--- config.mk ---
export PLATFORM = sky130hd
export DESIGN_NAME = dcache_data_ctrl
export DESIGN_NICKNAME = d
export VERILOG_FILES = /design/src/rtl/dcache_pkg.sv /design/src/rtl/dcache_lru.sv /design/src/rtl/dcache_data_ctrl.sv
export SDC_FILE = /design/constraint.sdc
export NUM_CORES = 1
export LEC_CHECK = 0
export ABC_CLOCK_PERIOD_IN_PS = 3800
export BUFFER_PORTS_ARGS = -buffer_cell sky130_fd_sc_hd__buf_2
export CAP_MARGIN = 40
export CORE_ASPECT_RATIO = 0.9
export CORE_MARGIN = 1
export CORE_UTILIZATION = 30
export CTS_CLUSTER_SIZE = 16
export DETAILED_ROUTE_END_ITERATION = 10
export PLACE_DENSITY = 0.57
export SLEW_MARGIN = 5
export SYNTH_ARGS = -nofsm -noshare
export SYNTH_HDL_FRONTEND = slang
export SYNTH_SLANG_ARGS = --single-unit
--- constraint.sdc ---
create_clock -name CK -period 3.8 [get_ports CK]
set_input_delay 0.76 -clock CK [delete_from_list [all_inputs] [get_ports CK]]
set_output_delay 0.76 -clock CK [all_outputs]
set_load 0.03 [all_outputs]
--- src/rtl/dcache_pkg.sv ---
// Shared types and helpers for the D-cache data-array controller.
package dcache_pkg;

    localparam int SETS  = 32;
    localparam int IDXW  = 5;
    localparam int LINEW = 128;
    localparam int BEATS = 4;
    localparam int CNTW  = $clog2(BEATS);

    typedef enum logic [1:0] {
        IDLE    = 2'd0,
        COLLECT = 2'd1,
        WRITE   = 2'd2
    } state_t;

    // Active-low byte mask for a 32-bit word store into a 128-bit line.
    function automatic logic [15:0] bweb_for(input logic [1:0] word, input logic [3:0] strb);
        logic [15:0] m;
        m = '1;
        m[4*word +: 4] = ~strb;
        return m;
    endfunction

endpackage

--- src/rtl/dcache_lru.sv ---
// Per-set LRU bit store: one combinational read port, two update ports.
// The hi port (refill line write) overrides the lo port (core access) on a
// same-set collision.
module dcache_lru
    import dcache_pkg::*;
(
    input  logic            CK,
    input  logic            rstn,
    input  logic [IDXW-1:0] rd_idx,
    output logic            rd_val,
    input  logic            hi_en,
    input  logic [IDXW-1:0] hi_idx,
    input  logic            hi_val,
    input  logic            lo_en,
    input  logic [IDXW-1:0] lo_idx,
    input  logic            lo_val
);

    logic [SETS-1:0] lru;

    assign rd_val = lru[rd_idx];

    // Later assignment wins, so the hi port takes priority.
    always_ff @(posedge CK or negedge rstn) begin
        if (!rstn) begin
            lru <= '0;
        end else begin
            if (lo_en) lru[lo_idx] <= lo_val;
            if (hi_en) lru[hi_idx] <= hi_val;
        end
    end

endmodule

--- src/rtl/dcache_data_ctrl.sv ---
// D-cache data-array sequencer: arbitrates core word accesses against
// 4-beat refills, assembles the refill line and tracks LRU victims.
module dcache_data_ctrl
    import dcache_pkg::*;
(
    input  logic             CK,
    input  logic             rstn,
    input  logic             core_req,
    output logic             core_gnt,
    input  logic             core_we,
    input  logic             core_way,
    input  logic [IDXW-1:0]  core_idx,
    input  logic [1:0]       core_word,
    input  logic [31:0]      core_wdata,
    input  logic [3:0]       core_wstrb,
    output logic             core_rvalid,
    output logic [31:0]      core_rdata,
    input  logic             fill_start,
    input  logic [IDXW-1:0]  fill_idx,
    output logic             fill_way,
    input  logic             fill_bvalid,
    input  logic [31:0]      fill_bdata,
    output logic             fill_busy,
    output logic             fill_done,
    output logic             CS,
    output logic [1:0]       OE,
    output logic [1:0]       WEB,
    output logic [15:0]      BWEB,
    output logic [IDXW-1:0]  A,
    output logic [LINEW-1:0] DI,
    input  logic [LINEW-1:0] DO
);

    state_t            state, state_nxt;
    logic [IDXW-1:0]   fidx_q;
    logic [LINEW-1:0]  line_q;
    logic [CNTW-1:0]   cnt_q;
    logic [1:0]        word_q;
    logic              lru_rd;
    logic              fill_accept;
    logic              beat_accept;

    // Line write always wins; same-set core accesses wait out the whole refill.
    assign core_gnt  = core_req & (state != WRITE) &
                       ~((state == COLLECT) & (core_idx == fidx_q));
    assign fill_busy = (state != IDLE);
    assign fill_accept = (state == IDLE) & fill_start;
    assign beat_accept = (state == COLLECT) & fill_bvalid;

    // Read data arrives the cycle after the read edge; word_q picks the slice.
    assign core_rdata = core_rvalid ? DO[32*word_q +: 32] : '0;

    // State register.
    always_ff @(posedge CK or negedge rstn) begin
        if (!rstn) state <= IDLE;
        else       state <= state_nxt;
    end

    // Next state and array-port drive (refill write or granted core access).
    always_comb begin
        state_nxt = state;
        CS        = 1'b0;
        WEB       = 2'b11;
        BWEB      = '1;
        A         = '0;
        DI        = '0;
        fill_done = 1'b0;
        case (state)
            IDLE:    if (fill_start) state_nxt = COLLECT;
            COLLECT: if (fill_bvalid && cnt_q == CNTW'(BEATS-1)) state_nxt = WRITE;
            WRITE: begin
                state_nxt     = IDLE;
                CS            = 1'b1;
                A             = fidx_q;
                WEB[fill_way] = 1'b0;
                BWEB          = '0;
                DI            = line_q;
                fill_done     = 1'b1;
            end
            default: state_nxt = IDLE;
        endcase
        // core_gnt is never high in WRITE, so the two drives never overlap.
        if (core_gnt) begin
            CS = 1'b1;
            A  = core_idx;
            if (core_we) begin
                WEB[core_way] = 1'b0;
                BWEB          = bweb_for(core_word, core_wstrb);
                DI            = {4{core_wdata}};
            end
        end
    end

    // Refill bookkeeping, beat assembly, and the registered read-side state.
    always_ff @(posedge CK or negedge rstn) begin
        if (!rstn) begin
            fidx_q      <= '0;
            fill_way    <= 1'b0;
            line_q      <= '0;
            cnt_q       <= '0;
            OE          <= 2'b01;
            word_q      <= '0;
            core_rvalid <= 1'b0;
        end else begin
            if (fill_accept) begin
                fidx_q   <= fill_idx;
                fill_way <= lru_rd;
                cnt_q    <= '0;
            end
            if (beat_accept) begin
                line_q[32*cnt_q +: 32] <= fill_bdata;
                cnt_q                  <= cnt_q + 1'b1;
            end
            core_rvalid <= core_gnt & ~core_we;
            if (core_gnt & ~core_we) begin
                OE     <= core_way ? 2'b10 : 2'b01;
                word_q <= core_word;
            end
        end
    end

    dcache_lru u_lru (
        .CK     (CK),
        .rstn   (rstn),
        .rd_idx (fill_idx),
        .rd_val (lru_rd),
        .hi_en  (state == WRITE),
        .hi_idx (fidx_q),
        .hi_val (~fill_way),
        .lo_en  (core_gnt),
        .lo_idx (core_idx),
        .lo_val (~core_way)
    );

endmodule
**Word-level counts from Yosys, hierarchy flattened**

Cells that the tools add are included.

- Input port bits: 215
- Register bits: 175

- Bitwise logic cells: 16
- $lt $le $gt $ge: 9
- Equal/unequal tests: 7
- $add $sub $neg: 3
- Shift-type cells: 5
- Mux-type cells: 35
- Reduce and logical (&&, ||, !) cells: 9

Operators with widths:

| operator | number |
|---|---|
| $mux 128 | 3 |
| $bwmux 128 | 1 |
| $shift 32x34->128 const A | 1 |
| $shiftx 128x8->32 | 1 |
| $shiftx 32x34->128 | 1 |
| $mux 32 | 3 |
| $bwmux 32 | 2 |
| $mux 16 | 3 |
| $neg 4->34 | 1 |
| $neg 7->34 | 1 |
| $shift 4x34->16 const A | 1 |
| $shiftx 4x34->16 | 1 |
| $lt 5x6->1 const B | 3 |
| $mux 2 | 8 |
| $not 16->16 | 1 |
| $or 16x16->16 | 1 |
| $demux 1 s5 | 2 |
| $ge 5x1->1 const B | 2 |
| $mux 5 | 2 |
| $mux 1 | 7 |
| $and 1x1->1 | 6 |
| $bmux 1 s5 | 1 |
| $eq 5x5->1 | 1 |
| $logic_and 1x1->1 | 5 |
| other kinds (16) | 26 |

**Longest topological paths before layout**

- Word-level depth: 9
- Depth in mapped cells: 10
- Depth with buffers taken out: 6

**Hierarchy**

A second synthesis with hierarchy kept.

- Cell total of the unflattened synthesis: 1,185
- Area total of the unflattened synthesis: 10,729.0 um^2

By module, submodules not included:

| module | sequential area each (um^2) | cells each | area an instance (um^2) | times used |
|---|---|---|---|---|
| dcache_data_ctrl | 3,579.7 | 917 | 8,418.1 | 1 |
| dcache_lru | 800.8 | 268 | 2,311.0 | 1 |

**Least setup slack after synthesis**

No wires, ideal clock.

- Path type: input port to output port
- Start point: input port core_idx[0]
- End point: output port BWEB[10]
- Path slack: 0.476 ns
- Arrival: 2.564 ns
- Stages on the path: 9
- Path through: buf_4 xnor2_2 nand4_2 or2_1 buf_6 and3_4 buf_6 buf_6 a31oi_1

- Longest elaborated chain between the ends: 5

Ends and longest elaborated chain:

| what | line | text |
|---|---|---|
| start: declaration | dcache_data_ctrl.sv:12 | `input logic [IDXW-1:0] core_idx,` |
| $eq 5x5->1 | dcache_data_ctrl.sv:45 | `~((state == COLLECT) & (core_idx == fidx_q));` |
| $and 1x1->1 | dcache_data_ctrl.sv:45 |  |
| $not 1->1 | dcache_data_ctrl.sv:45 |  |
| $and 1x1->1 | dcache_data_ctrl.sv:44 | `assign core_gnt = core_req & (state != WRITE) &` |
| $mux 16 | dcache_data_ctrl.sv:83 | `if (core_gnt) begin` |
| end: declaration | dcache_data_ctrl.sv:28 | `output logic [15:0] BWEB,` |

No other way between the ends.

**Worst setup path in the final report**

- Start point: register state[0]
- End point: output port DI[22]

- Longest elaborated chain between the ends: 5
- Elaborated cells on any way between the ends: 10

Ends and longest elaborated chain:

| what | line | text |
|---|---|---|
| start: declaration | dcache_data_ctrl.sv:34 | `state_t state, state_nxt;` |
| start signal: assignment | dcache_data_ctrl.sv:56 | `else state <= state_nxt;` |
| $eq 2x1->1 | dcache_data_ctrl.sv:45 |  |
| $and 1x1->1 | dcache_data_ctrl.sv:45 |  |
| $not 1->1 | dcache_data_ctrl.sv:45 |  |
| $and 1x1->1 | dcache_data_ctrl.sv:44 |  |
| $mux 128 * | dcache_data_ctrl.sv:83 |  |
| end: declaration | dcache_data_ctrl.sv:30 | `output logic [LINEW-1:0] DI,` |

Mark *: on every way between the ends. The rest lies on a longest branch, timed or not.

==> results_dict.tcl <==
set metrics [dict create \
    status "completed" \
    p_seq_share_pct 39.5 \
    grt_pass1_vias 9901 \
    rsz0062_at_grt "false" \
    synth_nets 1248 \
    period_minus_slack_ns 3.556 \
    finalSetupTns_ns 0 \
    hold_viol 0 \
    slew_violations 0 \
    hpwl_mm 31.34 \
    synth_top_cell_by_area "dfrtp_1" \
    cts_tree "done" \
    clockBufferDepth 2 \
    clkPwrFrac_pct 21.5 \
    power.switching_mw 3.338 \
    coreArea_um2 34110 \
    cts_resized 0 \
    postCtsSetupRepairBufs 0 \
    htree_num_levels 4 \
    synth-seq-cells 175 \
    crit_path_end_kind "output pin" \
    synth.area.top_cells "dfrtp_1 (42%), a22o_1 (17%), mux4_2 (8.2%)" \
    fin_ws_ns 0.2440 \
    area_growth_pct 29.92 \
    irDropWorstVdd_mv 0.2767 \
    synth_edf_count 0 \
    track_usage_pct 24.10 \
    ys_types 57 \
    dieArea_um2 35450 \
    synth-main-ff-cell "dfrtp_1" \
    startpoint_type "register" \
    crit_path_cell_trace "and2b_1 -> nand2_1 -> o21ai_2 -> inv_2 -> and2_4 -> buf_12 -> a22o_1 -> buf_2" \
    grt_overflow_total 0 \
    cp_max_fo 54 \
    fill_cells 3425 \
    max_freq_ghz 0.2812 \
    synthArstFlopShare_pct 100.0 \
    final_cell_area_um2 13520 \
    cpLargestDelayFamily "simple AND/OR/NAND/NOR gates" \
    place_area_um2 12940 \
    skew_ns 0.01256 \
    ys_seq_area_share_pct 42.08 \
    num_io_pins 406 \
    maxCapViolations 0 \
    die_y_um 178.7 \
    slowest_stage "dfrtp_1" \
    drt_wl_total_mm 44.18 \
    slowest_delay_ns 0.49 \
    required_ns 3.04 \
    rows 64 \
    initial_core_util_pct 30.51 \
    path_buf_inv 3 \
    relSlewSlack_pct 33.49 \
    yosysTopAreaCellShare_pct 41.83 \
    grt_max_degree 93 \
    finish.utilization_pct 39.64 \
    antenna_found_initial 8 \
    p_leak_nw 6.484 \
    gp_congestion 0.9497 \
    rrSetupSlack_ns 1.18 \
    min_path_type "in2async" \
    ant_nets 0 \
    crit_cells 8 \
    yosysWarnings 0 \
    place_ws_ns 0.2820 \
    viasPerCell 5.537 \
    cts_made_buffers 17 \
    drc 0 \
    cts_sinks 175 \
    reg2regPathDepth 6 \
    swShare_pct 41.61 \
    grt_pass1_wl_mm 63.31 \
    critPathKind "reg2out" \
    cts-root-buf "clkbuf_16" \
    p_int_mw 4.683 \
    avgRoutedWirePerCell_um 23.65 \
    whs_ns 0.2466 \
    drt_iter0_drc 773 \
    layout-drive-gt1-share_pct 39.33 \
    die-width_um 198.3 \
    p_per_area_nw_per_um2 593.2 \
    clk_latency_ns 0.44 \
    io_buffers 405 \
    clk_pin_slew_ns 0.08 \
    nets 1613 \
    netlist_area_um2 10410 \
    period_share_pct 93.58 \
    combPwrFrac_pct 39.0 \
    cp.arrival_ns 2.80 \
    drt_first_pass_iters 6 \
    holdBufCountCts 0 \
    postSynthAreaPerCell_um2 10.17 \
    vias 10344 \
    setup_violations 0 \
    syn_inst 1023 \
    max_slew.worst_pin.slew_ns 0.9956 \
]
## cells in the final DEF (no fill, tap or decap), types with 4 or more instances in the layout
| cell | count |
|---|---|
| buf_2 | 406 |
| a22o_1 | 198 |
| dfrtp_1 | 173 |
| nand2_1 | 141 |
| o21ai_0 | 100 |
| a22oi_1 | 39 |
| mux4_2 | 38 |
| and2_1 | 34 |
| buf_4 | 31 |
| a32oi_1 | 23 |
| nand3_1 | 20 |
| a31oi_1 | 20 |
| clkbuf_16 | 17 |
| nor2_1 | 14 |
| or3_1 | 14 |
| ha_1 | 10 |
| inv_1 | 9 |
| nand2b_1 | 9 |
| mux2_2 | 9 |
| nor3_1 | 8 |
| diode_2 | 5 |
| nor3b_2 | 4 |
| nor3b_1 | 4 |
| or2_2 | 4 |
| nand3_2 | 4 |
| mux2i_1 | 4 |
| clkinvlp_4 | 4 |
| buf_12 | 4 |
## cell type report
| type | count | area [µm²] | share of cell area, % |
|---|---|---|---|
| well taps | 462 | 578.1 | 4.275 |
| clock inverters | 14 | 125.1 | 0.9252 |
| multi-input cells | 741 | 5587 | 41.31 |
| clock buffers | 18 | 439.2 | 3.248 |
| flip-flops and latches | 175 | 4382 | 32.40 |
| diodes | 5 | 12.51 | 0.09252 |
| repair buffers | 442 | 2356 | 17.42 |
| inverters | 11 | 43.79 | 0.3238 |
## Yosys cell counts, types with 2 or more instances
cell and number:
a32oi_1 23, xnor2_1 3, nor3b_1 6, buf_4 4, nand3b_1 2, nor2b_1 2, mux4_2 38, ha_1 10
nand3_1 24, nand2_1 141, inv_2 2, a31o_2 2, nor3b_2 2, nor4_1 3, nor2_1 14, and2_1 34
a22oi_1 39, or3_1 14, xnor2_2 2, dfrtp_1 174, or2_2 4, buf_6 6, nand4_1 3, a22o_1 198
a21oi_1 3, clkbuf_1 61, inv_1 9, nor4b_2 2, mux2i_1 4, nand2b_1 9, a31oi_1 20, mux2_2 9
nor3_1 8, buf_2 24, o21ai_0 100, and3_1 3
## path summary, 6_finish.rpt
path / from / end
worst min register to register: line_q[66]$_DFFE_PN0P_ / line_q[66]$_DFFE_PN0P_
worst max register to register: state[0]$_DFFE_PN0P_ / u_lru.lru[6]$_DFF_PN0_
worst max-delay path: state[0]$_DFFE_PN0P_ / DI[22]
min in group CK: line_q[66]$_DFFE_PN0P_ / line_q[66]$_DFFE_PN0P_
worst min-delay path: rstn / line_q[58]$_DFFE_PN0P_
max in group asynchronous: rstn / line_q[100]$_DFFE_PN0P_
## stage by stage
step           std cells  power (mW)
2_1_floorplan       1023       5.080
3_3_place_gp        1827       6.247
3_5_place_dp        1830       6.302
4_1_cts             1862       8.053
5_1_grt             1868       8.520
6_report            1868       8.021
## logic make-up after synthesis
family                   share of synthesized area (%)
adder cells (fa/ha/maj)                          1.202
AND/OR/NAND/NOR                                  13.61
flip-flops                                       42.08
multiplexers                                     9.581
AO/OA/AOI/OAI                                    28.19
XOR/XNOR                                        0.5650
buffers and inverters                            4.772
## flip-flops by register name, indices dropped and copies added, names as in the netlist
register and flops:
line_q 128, u_lru.lru 32, fidx_q 5, OE 2, cnt_q 2, state 2
word_q 2, core_rvalid 1, fill_way 1
## power groups by stage
stage | Sequential (mW) | Clock (mW) | Combinational [mW]
3_5_place_dp | 3.17 | 0 | 3.13
6_report | 3.17 | 1.73 | 3.13
4_1_cts | 3.16 | 1.77 | 3.13
3_3_place_gp | 3.19 | 0 | 3.06
5_1_grt | 3.26 | 1.85 | 3.42
2_1_floorplan | 2.95 | 0 | 2.13
## worst register-to-register path: stages (launching register included)
cell      delay, ns
dfrtp_1        0.49
nand2b_1       0.26
buf_4          0.22
inv_4          0.44
nand2_1        0.23
nor3b_2        0.69
a32oi_1        0.12
## per-layer routing
metal	routed length [µm]	vias up	GRT usage, %	part of all wire (%)
li1	-	4657	-	-
met1	17440	5032	29.51	39
met2	20670	570	38.79	47
met3	4009	81	6.452	9.1
met4	2031	4	12.79	4.6
met5	22	-	0	0.050
(Power assumes the default switching activity.)
